<file path="src/rtl/baccarat_pkg.sv">
// Shared card constants and helpers for the baccarat datapath.
package baccarat_pkg;

  localparam int CARD_W  = 4;
  localparam int SCORE_W = 4;

  localparam logic [CARD_W-1:0] CARD_EMPTY = 4'd0;
  localparam logic [CARD_W-1:0] CARD_ACE   = 4'd1;
  localparam logic [CARD_W-1:0] CARD_TEN   = 4'd10;
  localparam logic [CARD_W-1:0] CARD_KING  = 4'd13;

  // Tens, faces and the empty code all count as zero.
  function automatic logic [SCORE_W-1:0] card_value(
    input logic [CARD_W-1:0] c
  );
    if (c != CARD_EMPTY && c < CARD_TEN)
      card_value = c[SCORE_W-1:0];
    else
      card_value = '0;
  endfunction

endpackage

</file>
<file path="src/rtl/baccarat_card_datapath_card_reg.sv">
// One hand slot: card register with sync reset and load enable.
module card_reg #(
  parameter int W = 4
) (
  input  logic         clk_i,
  input  logic         rst_i,
  input  logic         en_i,
  input  logic [W-1:0] d_i,
  output logic [W-1:0] q_o
);

  logic [W-1:0] card_q;

  always_ff @(posedge clk_i) begin
    if (rst_i)
      card_q <= '0;
    else if (en_i)
      card_q <= d_i;
  end

  assign q_o = card_q;

endmodule

</file>
<file path="src/rtl/baccarat_card_datapath.sv">
// Deal counter, six hand slots, load bookkeeping and hand scores.
module baccarat_card_datapath #(
  parameter int CARD_W = baccarat_pkg::CARD_W
) (
  input  logic              slow_clock,
  input  logic              reset,
  input  logic              load_pcard1,
  input  logic              load_pcard2,
  input  logic              load_pcard3,
  input  logic              load_dcard1,
  input  logic              load_dcard2,
  input  logic              load_dcard3,
  output logic [CARD_W-1:0] pcard1,
  output logic [CARD_W-1:0] pcard2,
  output logic [CARD_W-1:0] pcard3,
  output logic [CARD_W-1:0] dcard1,
  output logic [CARD_W-1:0] dcard2,
  output logic [CARD_W-1:0] dcard3,
  output logic [3:0]        pscore,
  output logic [3:0]        dscore,
  output logic [CARD_W-1:0] deal_card,
  output logic [2:0]        cards_dealt,
  output logic              load_error
);

  import baccarat_pkg::CARD_EMPTY;
  import baccarat_pkg::CARD_ACE;
  import baccarat_pkg::CARD_KING;
  import baccarat_pkg::SCORE_W;
  import baccarat_pkg::card_value;

  logic [CARD_W-1:0] deal_q, deal_d;
  logic [2:0]        dealt_q, dealt_d;
  logic              err_q, err_d;
  logic [5:0]        ld;
  logic [CARD_W-1:0] slot [6];
  logic [2:0]        n_ld, n_new;
  logic              hit_full;
  logic [3:0]        dealt_sum;

  // Slot order: p1 p2 p3 d1 d2 d3.
  assign ld = {load_dcard3, load_dcard2, load_dcard1,
               load_pcard3, load_pcard2, load_pcard1};

  for (genvar i = 0; i < 6; i++) begin : g_slot
    card_reg #(.W(CARD_W)) u_slot (
      .clk_i (slow_clock),
      .rst_i (reset),
      .en_i  (ld[i]),
      .d_i   (deal_q),
      .q_o   (slot[i])
    );
  end

  always_comb begin
    n_ld     = '0;
    n_new    = '0;
    hit_full = 1'b0;
    for (int i = 0; i < 6; i++) begin
      if (ld[i]) begin
        n_ld = n_ld + 3'd1;
        if (slot[i] == CARD_EMPTY)
          n_new = n_new + 3'd1;
        else
          hit_full = 1'b1;
      end
    end
    deal_d = (deal_q == CARD_KING) ? CARD_ACE : deal_q + 1'b1;
    dealt_sum = {1'b0, dealt_q} + {1'b0, n_new};
    dealt_d = (dealt_sum > 4'd6) ? 3'd6 : dealt_sum[2:0];
    err_d = err_q | hit_full | (n_ld > 3'd1);
  end

  always_ff @(posedge slow_clock) begin
    if (reset) begin
      deal_q  <= CARD_ACE;
      dealt_q <= '0;
      err_q   <= 1'b0;
    end else begin
      deal_q  <= deal_d;
      dealt_q <= dealt_d;
      err_q   <= err_d;
    end
  end

  // Mod 10 of a sum up to 27 via one conditional subtract.
  function automatic logic [SCORE_W-1:0] hand_score(
    input logic [CARD_W-1:0] a,
    input logic [CARD_W-1:0] b,
    input logic [CARD_W-1:0] c
  );
    logic [4:0] sum;
    sum = {1'b0, card_value(a)} + {1'b0, card_value(b)}
        + {1'b0, card_value(c)};
    if (sum >= 5'd20)
      sum = sum - 5'd20;
    else if (sum >= 5'd10)
      sum = sum - 5'd10;
    hand_score = sum[SCORE_W-1:0];
  endfunction

  assign pscore = hand_score(slot[0], slot[1], slot[2]);
  assign dscore = hand_score(slot[3], slot[4], slot[5]);

  assign pcard1      = slot[0];
  assign pcard2      = slot[1];
  assign pcard3      = slot[2];
  assign dcard1      = slot[3];
  assign dcard2      = slot[4];
  assign dcard3      = slot[5];
  assign deal_card   = deal_q;
  assign cards_dealt = dealt_q;
  assign load_error  = err_q;

endmodule

</file>
<file path="config.mk">
export PLATFORM = sky130hd
export DESIGN_NAME = baccarat_card_datapath
export DESIGN_NICKNAME = d
export VERILOG_FILES = /design/src/rtl/baccarat_pkg.sv /design/src/rtl/baccarat_card_datapath_card_reg.sv /design/src/rtl/baccarat_card_datapath.sv
export SDC_FILE = /design/constraint.sdc
export NUM_CORES = 1
export LEC_CHECK = 0
export ABC_CLOCK_PERIOD_IN_PS = 6200
export BUFFER_PORTS_ARGS = -buffer_cell sky130_fd_sc_hd__buf_2
export CAP_MARGIN = 15
export CORE_MARGIN = 2
export CORE_UTILIZATION = 30
export CTS_CLUSTER_SIZE = 28
export DETAILED_ROUTE_END_ITERATION = 8
export PLACE_DENSITY = 0.44
export SETUP_SLACK_MARGIN = 0.3
export SYNTH_ARGS = -nofsm -noshare
export SYNTH_HDL_FRONTEND = slang
export SYNTH_SLANG_ARGS = --single-unit
</file>
<file path="constraint.sdc">
create_clock -name slow_clock -period 6.2 [get_ports slow_clock]
set_input_delay 0.62 -clock slow_clock [delete_from_list [all_inputs] [get_ports slow_clock]]
set_output_delay 0.62 -clock slow_clock [all_outputs]
set_load 0.05 [all_outputs]
</file>
==> results by group, run 1 <==
Worst setup path
  • Most frequent CP cell: ha_1
  • Crit Path Category: reg2reg
  • R2r endpoint: cards_dealt[0]
  • Data required time of the worst path: ~6.4 ns
  • Worst-path fanout max: 7
  • Crit path buf inv count: 1
  • Critical path's slowest cell: or4_4
  • Worst Setup End Kind: register
  • Setup slack, reg-to-reg: 1.46 ns
  • Worst r2r src: g_slot[0].u_slot.q_o[3]
  • CP Launch Type: register
  • Critical path cell sequence: or4_4 > nor2_1 > ha_1 > nand2_1 > o31ai_4 > ha_1 > and3_1 > nor2_1 > inv_1 > ha_1 > or3_1 > a21oi_1 > a211oi_1 > ha_1 > mux2_2 > ha_1 > a21o_1 > a21oi_1 > nor4bb_1
  • Crit path DAT: 4.94 ns
  • Stages on worst setup path: 19
  • Crit-path leading delay family: simple AND/OR/NAND/NOR gates
  • R2r worst-path depth: 19
  • Largest stage delay on the critical path: around 0.58 ns

STA
  • RSZ-0062 raised after global routing: false
  • Worst Tran Pin Value: between 0.8 and 0.9 ns
  • Final slew viol count: 0
  • Clk_skew: around 0.01 ns
  • Max-slew headroom: 0.441
  • Final Hold Fails: 0
  • # setup viols final: 0
  • Period minus WS final: 4.74 ns
  • Final Cycle Share: 0.765
  • TNS Setup: 0 ns
  • FMAX: around 0.21 GHz

Layout
  • Most common cell after layout, fill and taps aside: buf_2
  • Fin util: 0.355
  • Filler-free cell count of the finished design: between 400 and 500
  • Number of diodes: 0
  • Multi-input gate area: between 1500 and 2000 sq um
  • Most frequent cells in the layout: buf_2 (47), nor2_1 (32), dfxtp_1 (32)
  • Area Growth Syn to Fin: 15.8%
  • Register Area: about 640 sq um
  • Fillers: 937
  • Layout cells sized above 1: 0.192
  • Nets: about 380

Floorplanning
  • Full die area: 9540 sq um
  • Ports: 48
  • Core area: ~8600 sq um
  • # rows: 34
  • Initial Util: 0.306
  • Die X: between 90 and 100 um
  • Die Ht: slightly below 100 um

Clock network
  • CTS Buf Count: 5
  • Post-CTS Setup Bufs: 0
  • H-tree depth: 2
  • Worst-path clk slew: approximately 0.08 ns
  • Clk sinks: 32
  • CTS Hold Buffers Added: 0
  • CTS resizes: 0
  • CTS tree: done
  • Max Root-Sink Buffers: 2
  • Worst-skew pair later-pin latency: 0.30 ns
  • CTS Root Cell: clkbuf_8

Global routing
  • First-pass GRT wire length: approximately 11000 um
  • Largest net degree at the start of global routing: 32
  • GRT overflow: 0
  • Vias in the first global route: just over 2000
  • Initial antenna violation count: 0
  • Total GRT Usage: 0.139

Placement
  • IO buf count: 47
  • Placed insts: 439
  • Half-perimeter wire length after placement: approximately 4700 um
  • Gpl congestion: 0.768

Synthesis
  • Synth top area share: 0.243
  • Synth cell types: 45
  • Mapped Cells: ~300
  • Syn nets: around 340
  • Synth Cell Area: approximately 2600 sq um
  • Syn Area/Cell: 8.83 sq um
  • #FFs+latches synth: 32
  • Dominant synthesized flop cell: dfxtp_1
  • Synth area leaders: dfxtp_1 (24%), ha_1 (12%), mux2i_1 (9.9%)
  • Post-synth EDFFs: 0
  • Async SR Flop Fraction: 0
  • Synth area leader: dfxtp_1
  • Sequential area share after synthesis: 0.243
  • YS warnings: 0

Outcome
  • Outcome: finished clean

Routing
  • Initial detailed-routing violation count: 72
  • Vias: 2121
  • Vias/cell: 4.74
  • DR pass1 iterations: 4
  • Wire per inst: around 14 um
  • Final ANT Viol Nets: 0
  • Final wirelength: 6260 um
  • DRC: 0

Power and ir drop
  • PwrDens: 270 nW/um^2
  • Max VDD drop: between 0.09 and 0.1 mV
  • Pleak: about 0.0015 uW

Hold path
  • Hold Path End: g_slot[5].u_slot.q_o[0]
  • Hold path start: g_slot[5].u_slot.q_o[0]
  • Hold Path Class: reg2reg
  • Hold path depth: 2

Job
  • Max Cap Viol: 0
==> registers in the layout (all words and copies together), names as in the netlist <==
| signal | flops |
|---|---|
| cards_dealt | 3 |
| g_slot.u_slot.q_o | 24 |
| load_error | 1 |
| deal_card | 4 |
==> metal layers <==
metal  GRT usage  up-vias  share of wire
met4      0.0502        0          0.016
met1       0.187      978           0.49
met5           0        -              0
met3      0.0288        8          0.039
li1            -     1100              -
met2       0.219       35           0.46
==> how the worst max path moves through the flow <==
| stage | startpoint | endpoint | slack (ns) |
|---|---|---|---|
| 2_1_floorplan | g_slot[0].u_slot.q_o[3] | cards_dealt[0] | 1.51 |
| 3_3_place_gp | load_pcard1 | cards_dealt[0] | 1.54 |
| 3_5_place_dp | load_pcard1 | cards_dealt[0] | 1.42 |
| 4_1_cts | g_slot[0].u_slot.q_o[3] | cards_dealt[0] | 1.43 |
| 5_1_grt | g_slot[0].u_slot.q_o[3] | cards_dealt[0] | 1.08 |
| 6_report | g_slot[0].u_slot.q_o[3] | cards_dealt[0] | 1.46 |
==> worst reg2reg max path, cell delays in order, from the launching register on <==
cell,delay [ns]
dfxtp_1,0.36
or4_4,0.58
nor2_1,0.11
ha_1,0.23
nand2_1,0.11
o31ai_4,0.11
ha_1,0.30
and3_1,0.18
nor2_1,0.26
inv_1,0.08
ha_1,0.28
or3_1,0.36
a21oi_1,0.13
a211oi_1,0.07
ha_1,0.28
mux2_2,0.28
ha_1,0.27
a21o_1,0.15
a21oi_1,0.21
nor4bb_1,0.28
==> metrics by stage <==
stage                     hold slack, ns  total power [uW]  worst slack (ns)  area, sq um
after floorplan                    0.696               575              1.51         2630
after global placement             0.518               653              1.54         2950
after detailed placement           0.539               655              1.42         2950
after CTS                          0.553               834              1.43         3050
after global routing               0.583               889              1.08         3050
final                              0.546               823              1.46         3050
==> synth_stat cells (3+ instances only) <==
master / number
a21o_1: 4
a21oi_1: 15
a221oi_1: 3
and2_1: 8
clkbuf_1: 12
dfxtp_1: 32
fa_1: 11
ha_1: 26
inv_1: 23
mux2_2: 3
mux2i_1: 26
nand2_1: 14
nand2b_1: 11
nand3_1: 3
nor2_1: 32
nor2b_1: 3
nor3b_1: 8
nor4_1: 5
o21ai_0: 13
xnor2_1: 13
xor2_1: 4
==> cell families (layout without fill, tap and decap cells) <==
family / Yosys count / in the layout / synth area share
buffers and inverters: 38 / 79 / 0.0542
muxes: 29 / 29 / 0.112
DFF: 32 / 32 / 0.243
AOI/OAI and AO/OA: 48 / 48 / 0.119
adders and majority gates: 38 / 38 / 0.211
and+or+nand+nor: 95 / 95 / 0.193
xor gates and xnor gates: 18 / 18 / 0.0670
==> layout make-up <==
class | instances | share of cell area
clock buffer | 6 | 0.0271
clock inverter | 2 | 0.00493
inverter | 24 | 0.0296
multi-input combinational | 228 | 0.607
sequential | 32 | 0.210
tap | 108 | 0.0444
timing repair buffer | 47 | 0.0772
==> report_power, final <==
part	switching (uW)	leakage [uW]	internal (uW)
clock network	86.3	0.0000434	89.9
registers	27.4	0.000262	225
logic	255	0.00119	139
Note: power is estimated with default switching activity, not from simulation.
==> run 2: changes to the inputs <==
- ABC_CLOCK_PERIOD_IN_PS: 6200 -> 3800
- PLACE_DENSITY: 0.44 -> 0.46
- clock period: 6.2 -> 3.8 ns (I/O delays scaled with it)
==> run 2 against run 1 <==
- the run now ends with setup timing left
- core utilization up 11 points
- sequential share of layout area decreased by 3.4 points
- count of clock-buffer cells in the layout up 2
- clock power up 66%
- routed wire length increased by 17%
- die area unchanged
- global-route usage is 2.1 points higher
- largest power group unchanged
- highest routed layer unchanged
==> results by group, run 2 (same netlist as run 1, synthesis figures left out) <==
Outcome
  • Outcome: finished with violations
  • Failing checks: setup timing

Worst setup path
  • Worst Setup End Kind: register
  • Crit path buf inv count: 1 (unchanged)
  • Data required time of the worst path: 3.99 ns (-2.41 ns)
  • Crit path DAT: 4.47 ns (-0.47 ns)
  • Crit Path Category: reg2reg
  • Crit-path leading delay family: simple AND/OR/NAND/NOR gates
  • Critical path's slowest cell: or4_4
  • CP Launch Type: register
  • Largest stage delay on the critical path: 0.54 ns (-0.04 ns)
  • Critical path cell sequence: or4_4 > nor2_2 > ha_1 > nand2_2 > o31ai_4 > ha_1 > and3_4 > nor2_4 > inv_2 > ha_4 > or3_4 > a21oi_2 > a211oi_2 > ha_2 > mux2_4 > fa_2 > xnor2_2 > nor2_1 > nor4bb_1
  • Worst-path fanout max: 2 (-5)
  • Most frequent CP cell: ha_1

STA
  • Setup ws final: -0.483 ns (-1.94 ns)
  • Worst Tran Pin Value: 0.735 ns (-0.0953 ns)
  • RSZ-0062 raised after global routing: true
  • Final Hold Fails: 0 (unchanged)
  • Max-slew headroom: 0.505 (+0.0641)
  • FMAX: 0.233 GHz (+11%)
  • Minimum hold slack: 0.503 ns (-0.0430 ns)
  • # setup viols final: 3 (+3)
  • Final slew viol count: 0 (unchanged)
  • Clk_skew: 0.00736 ns (-0.00283 ns)
  • Final Cycle Share: 1.13 (+0.362)
  • Period minus WS final: 4.28 ns (-0.460 ns)

Global routing
  • First-pass GRT wire length: 12400 um (+17%)
  • GRT overflow: 0 (unchanged)
  • Vias in the first global route: 2491 (+21%)
  • Initial antenna violation count: 0 (unchanged)
  • Total GRT Usage: 0.159 (+0.0207)
  • Largest net degree at the start of global routing: 32 (unchanged)

Routing
  • DRC: 0 (unchanged)
  • Vias/cell: 4.80 (+1.1%)
  • DR pass1 iterations: 4 (unchanged)
  • Wire per inst: 14.7 um (+4.8%)
  • Vias: 2385 (+12%)
  • Initial detailed-routing violation count: 100 (+39%)
  • Final wirelength: 7300 um (+17%)
  • Final ANT Viol Nets: 0 (unchanged)

Power and ir drop
  • Sw power: 702 uW (+90%)
  • Max VDD drop: 0.282 mV (+210%)
  • Comb pwr share: 0.576 (+0.097)
  • Seq pwr share: 0.247 (-0.060)
  • Int Pwr: 944 uW (+110%)
  • Clk pwr share: 0.177 (-0.037)
  • PwrDens: 416 nW/um^2 (+54%)
  • Pleak: 0.00185 uW (+24%)
  • Sw Share: 0.426 (-0.0223)

Clock network
  • CTS Hold Buffers Added: 0 (unchanged)
  • CTS Root Cell: clkbuf_8
  • Max Root-Sink Buffers: 2 (unchanged)
  • Worst-skew pair later-pin latency: 0.28 ns (-0.02 ns)
  • H-tree depth: 2 (unchanged)
  • CTS Buf Count: 5 (unchanged)
  • Worst-path clk slew: 0.07 ns (about the same)
  • CTS tree: done
  • Clk sinks: 32 (unchanged)

Layout
  • Most frequent cells in the layout: buf_4 (42), buf_2 (41), nor2_1 (29)
  • Layout cells sized above 1: 0.496 (+0.304)
  • Nets: 433 (+13%)
  • Fillers: 865 (-7.7%)
  • Area Growth Syn to Fin: 50.5%
  • Multi-input gate area: 2260 sq um (+22%)
  • Final instance area: 3960 sq um (+30%)
  • Register Area: 697 sq um (+8.8%)
  • Most common cell after layout, fill and taps aside: buf_4
  • Filler-free cell count of the finished design: 497 (+11%)
  • Number of diodes: 0 (unchanged)
  • Max FFs per register: 24 (unchanged)

Floorplanning
  • Core area: 8590 sq um (unchanged)
  • Die Ht: 97.7 um (unchanged)
  • Full die area: 9540 sq um (unchanged)
  • Initial Util: 0.306 (unchanged)
  • Die X: 97.7 um (unchanged)
  • # rows: 34 (unchanged)
  • Ports: 48 (unchanged)

Placement
  • Placed insts: 466 (+6.2%)
  • IO buf count: 47 (unchanged)
  • Half-perimeter wire length after placement: 5270 um (+11%)
  • Gpl congestion: 0.815 (+6.1%)
  • Post-DP Area: 3330 sq um (+13%)

Job
  • Max Cap Viol: 0 (unchanged)

Hold path
  • Hold Path Class: in2reg
run 2: worst paths after layout:
kind,from,to,slack [ns],cells past startpoint
setup / recovery,g_slot[0].u_slot.q_o[2],cards_dealt[0],-0.48,19
hold / removal,load_dcard2,g_slot[4].u_slot.q_o[1],0.50,3
setup reg to reg,g_slot[0].u_slot.q_o[2],cards_dealt[0],-0.48,19
hold reg to reg,g_slot[4].u_slot.q_o[1],g_slot[4].u_slot.q_o[1],0.53,2
run 2: through the flow:
step                total power (uW)  setup TNS (ns)   util  setup slack [ns]
floorplan                       1000           -1.39      -            -0.551
global placement                1190           -1.05  0.388            -0.428
detailed placement              1200           -1.17  0.388            -0.449
CTS                             1580           -1.01  0.435            -0.425
global route                    1770           -1.73  0.461            -0.661
finish                          1650           -1.18  0.461            -0.483
run 2: timing repair:
action,4_1_cts,5_1_grt
endpoints found under the setup margin,9,9
pin swaps,25,24
cloned,0,0
setup buffers,15,8
endpoints found under the hold margin,0,0
resized for setup,49,32
run 2: layout make-up:
type                            instances  area share
Multi-Input combinational cell        228       0.570
Sequential cell                        32       0.176
Timing Repair Buffer                   97       0.171
Tap cell                              108      0.0341
Clock buffer                            8      0.0253
Inverter                               24      0.0234
run 2: worst min-delay path, delay by kind of cell:
family        cells  cell delay [ns]
simple gates      1             0.07
buf+inv           1             0.19
mux               1             0.10
run 2: metal layers:
layer  track usage  vias to the layer above  wire length [um]
met1         0.221                     1158              3620
met5             0                        -                 0
met2         0.265                       21              3490
met3        0.0230                        5               124
met4        0.0321                        0                63
li1              -                     1201                 -
run 2: power groups by stage:
stage / sequential [uW] / combinational [uW] / clock, uW
2_1_floorplan: 502 / 503 / 0
3_3_place_gp: 416 / 773 / 0
3_5_place_dp: 415 / 783 / 0
4_1_cts: 410 / 868 / 303
5_1_grt: 413 / 1040 / 319
6_report: 407 / 947 / 292
==> run 3: changes to the inputs <==
- SYNTH_HIERARCHICAL: default -> 1
==> run 3 against run 2 <==
- the flow still finishes with violations (setup timing)
- first-iteration DRC count decreased by 58%
- clock power increased by 2%
- maximum frequency decreased by 1.0%
- non-clock buffer count decreased by 4
- cell count decreased by 1.2%
- register-to-register slack got worse by 0.05 ns
- synthesized area about the same
- critical endpoint unchanged
- largest cell class unchanged
- largest power group unchanged
- highest routed layer unchanged
==> results by group, run 3 <==
Power and ir drop
  • Max VDD drop: 0.303 mV (+7.3%)
  • Sw Share: 0.419 (-0.00748)
  • PwrDens: 426 nW/um^2 (+2.5%)
  • Sw power: 702 uW (about the same)
  • Int Pwr: 974 uW (+3.2%)
  • Comb pwr share: 0.579 (+0.003)
  • Seq pwr share: 0.244 (-0.003)
  • Clk pwr share: 0.177 (about the same)
  • Pleak: 0.00184 uW (-0.95%)

Layout
  • Number of diodes: 0 (unchanged)
  • Nets: 427 (-1.4%)
  • Most frequent cells in the layout: buf_2 (41), buf_4 (39), nor2_1 (31)
  • Most common cell after layout, fill and taps aside: buf_2
  • Fin util: 0.455 (-0.00531)
  • Layout cells sized above 1: 0.491 (-0.00528)
  • Max FFs per register: 24 (unchanged)
  • Area Growth Syn to Fin: 49.3%

Routing
  • Vias/cell: 4.76 (-0.82%)
  • Final ANT Viol Nets: 0 (unchanged)
  • DR pass1 iterations: 4 (unchanged)
  • Final wirelength: 6890 um (-5.6%)
  • Vias: 2337 (-2.0%)
  • Initial detailed-routing violation count: 42 (-58%)
  • DRC: 0 (unchanged)
  • Wire per inst: 14.0 um (-4.4%)

Synthesis
  • #FFs+latches synth: 32 (unchanged)
  • Syn Area/Cell: 9.11 sq um (+3.2%)
  • Dominant synthesized flop cell: dfxtp_1
  • Synth Area in Adders: 0.207 (-0.00400)
  • Compound-Gate Fraction of Synth Area: 0.103 (-0.0163)
  • Synth area leaders: dfxtp_1 (24%), ha_1 (12%), mux2i_1 (9.9%)
  • Synth cell types: 43 (-4.4%)
  • Largest family of logic cells by synthesized area: simple AND/OR/NAND/NOR gates
  • Synth top cells by count: dfxtp_1 (32), nor2_1 (32), ha_1 (26), mux2i_1 (26), inv_1 (23)
  • Synth Cell Area: 2630 sq um (about the same)
  • XOR/XNOR share of the synthesized area: 0.0793 (+0.0123)
  • Post-Synth Simple-Gate Area: 0.210 (+0.0169)
  • Synth area leader: dfxtp_1
  • Mapped Cells: 289 (-3.0%)
  • Sequential area share after synthesis: 0.243 (about the same)
  • Syn nets: 334 (-2.6%)
  • Post-synth EDFFs: 0 (unchanged)
  • Async SR Flop Fraction: 0 (unchanged)
  • Post-synthesis mux area share: 0.112 (about the same)
  • YS warnings: 6 (+6)
  • Synth top area share: 0.243 (about the same)

Floorplanning
  • Die X: 97.7 um (about the same)
  • Initial Util: 0.305 (-0.00122)
  • Ports: 48 (unchanged)
  • Die Ht: 97.7 um (about the same)
  • Full die area: 9540 sq um (about the same)
  • Core area: 8640 sq um (+0.50%)
  • # rows: 34 (unchanged)

Worst setup path
  • CP Launch Type: register
  • Worst-path fanout max: 2 (unchanged)
  • Crit path buf inv count: 0 (-1)
  • R2r worst-path depth: 21 (+2)
  • Largest stage delay on the critical path: 0.41 ns (-0.13 ns)
  • Critical path startpoint: g_slot[0].u_slot/q_o[0]
  • Setup slack, reg-to-reg: -0.53 ns (-0.05 ns)
  • Crit-path leading delay family: simple AND/OR/NAND/NOR gates
  • R2r endpoint: cards_dealt[0]
  • Crit Path Category: reg2reg
  • Worst Setup End Kind: register
  • Data required time of the worst path: 4.00 ns (about the same)
  • Most frequent CP cell: ha_4
  • Critical path cell sequence: nor4_4 > and2_1 > ha_1 > and2_4 > a31o_4 > ha_4 > and3_4 > or2_4 > ha_4 > nor3_2 > or4_1 > nand3_2 > ha_4 > nand3_4 > xnor2_2 > xnor2_1 > xnor2_1 > ha_1 > xnor2_2 > nor2_1 > nor4bb_1
  • Worst r2r src: g_slot[0].u_slot/q_o[0]
  • Critical path's slowest cell: or4_1
  • Crit path DAT: 4.53 ns (+0.06 ns)

Hold path
  • Hold Path End: g_slot[3].u_slot/q_o[1]
  • Hold path start: load_dcard1
  • Hold path depth: 3 (unchanged)
  • Hold Path Class: in2reg

Job
  • Max Cap Viol: 0 (unchanged)

Placement
  • Half-perimeter wire length after placement: 4960 um (-5.9%)
  • Pre-CTS WS: -0.545 ns (-0.0961 ns)
  • Gpl congestion: 0.744 (-8.6%)
  • IO buf count: 47 (unchanged)

Clock network
  • Clk sinks: 32 (unchanged)
  • CTS Hold Buffers Added: 0 (unchanged)
  • CTS Buf Count: 5 (unchanged)
  • Max Root-Sink Buffers: 2 (unchanged)
  • CTS Root Cell: clkbuf_8
  • CTS tree: done
  • Worst-path clk slew: 0.07 ns (about the same)
  • Worst-skew pair later-pin latency: 0.29 ns (about the same)
  • H-tree depth: 2 (unchanged)

STA
  • Final Cycle Share: 1.14 (+0.0118)
  • Worst Tran Pin Value: 0.817 ns (+0.0816 ns)
  • Period minus WS final: 4.33 ns (+0.0450 ns)
  • RSZ-0062 raised after global routing: true
  • Final slew viol count: 0 (unchanged)
  • Max-slew headroom: 0.450 (-0.0549)
  • TNS Setup: -1.42 ns (-0.238 ns)
  • Final Hold Fails: 0 (unchanged)
  • Clk_skew: 0.00617 ns (-0.00119 ns)
  • FMAX: 0.231 GHz (-1.0%)
  • Setup ws final: -0.528 ns (-0.0450 ns)
  • # setup viols final: 3 (unchanged)

Global routing
  • Vias in the first global route: 2406 (-3.4%)
  • Initial antenna violation count: 0 (unchanged)
  • First-pass GRT wire length: 11500 um (-7.0%)
  • Total GRT Usage: 0.148 (-0.0115)
  • Largest net degree at the start of global routing: 32 (unchanged)
  • GRT overflow: 0 (unchanged)

Outcome
  • Outcome: finished with violations
  • Failing checks: setup timing
## run 3: worst max-delay path by stage
stage | end | slack [ns] | depth (start not counted)
2_1_floorplan | cards_dealt[0] | -0.53 | 21
3_3_place_gp | cards_dealt[0] | -0.50 | 21
3_5_place_dp | cards_dealt[0] | -0.55 | 21
4_1_cts | cards_dealt[0] | -0.51 | 21
5_1_grt | cards_dealt[0] | -0.78 | 21
6_report | cards_dealt[0] | -0.53 | 21
## run 3: cells by family (layout without fill, tap and decap cells)
group,Yosys count,in the layout
and+or+nand+nor,97,97
AOI/OAI and AO/OA,44,44
adders and majority gates,37,37
DFF,32,32
buffers and inverters,30,124
muxes,29,29
xor gates and xnor gates,20,20
## run 3: per-stage QoR
step                hold slack, ns  area (sq um)  cells  total power (uW)
finish                       0.508          3930    491              1680
global route                 0.533          3930    491              1810
CTS                          0.501          3640    480              1590
detailed placement           0.534          3360    465              1220
global placement             0.531          3360    465              1210
floorplan                    0.443          2810    289               990
## run 3: per-layer routing
metal / GRT usage / share of wire / wire [um] / up-vias
met3: 0.0245 / 0.024 / 164 / 6
met2: 0.248 / 0.49 / 3390 / 33
met1: 0.199 / 0.47 / 3270 / 1127
met4: 0.0353 / 0.010 / 69 / 0
met5: 0 / 0 / 0 / -
li1: - / - / - / 1171
## run 3: layout make-up
cell class / count / area (sq um)
clock buffers: 7 / 97.6
clock inverters: 1 / 5.00
fillers: 849 / 4700
inverters: 23 / 91.3
multi-input cells: 227 / 2260
flip-flops and latches: 32 / 694
well taps: 108 / 135
repair buffers: 93 / 644
## run 3: what timing repair did
item / 4_1_cts / 5_1_grt
buffers inserted: 7 / 11
endpoints found under the setup margin: 10 / 10
pin swaps: 20 / 16
gates resized for setup: 39 / 43
## run 3: power by group through the flow
stage                     logic [uW]  clock network [uW]  registers, uW
after global placement           794                   0            417
final                            971                 297            409
after global routing            1070                 325            415
after detailed placement         799                   0            418
after floorplan                  480                   0            510
after CTS                        866                 313            410
## run 3: worst min-delay path, cell delays in order
cell     delay, ns
buf_2         0.17
mux2i_1       0.14
nor2_1        0.07
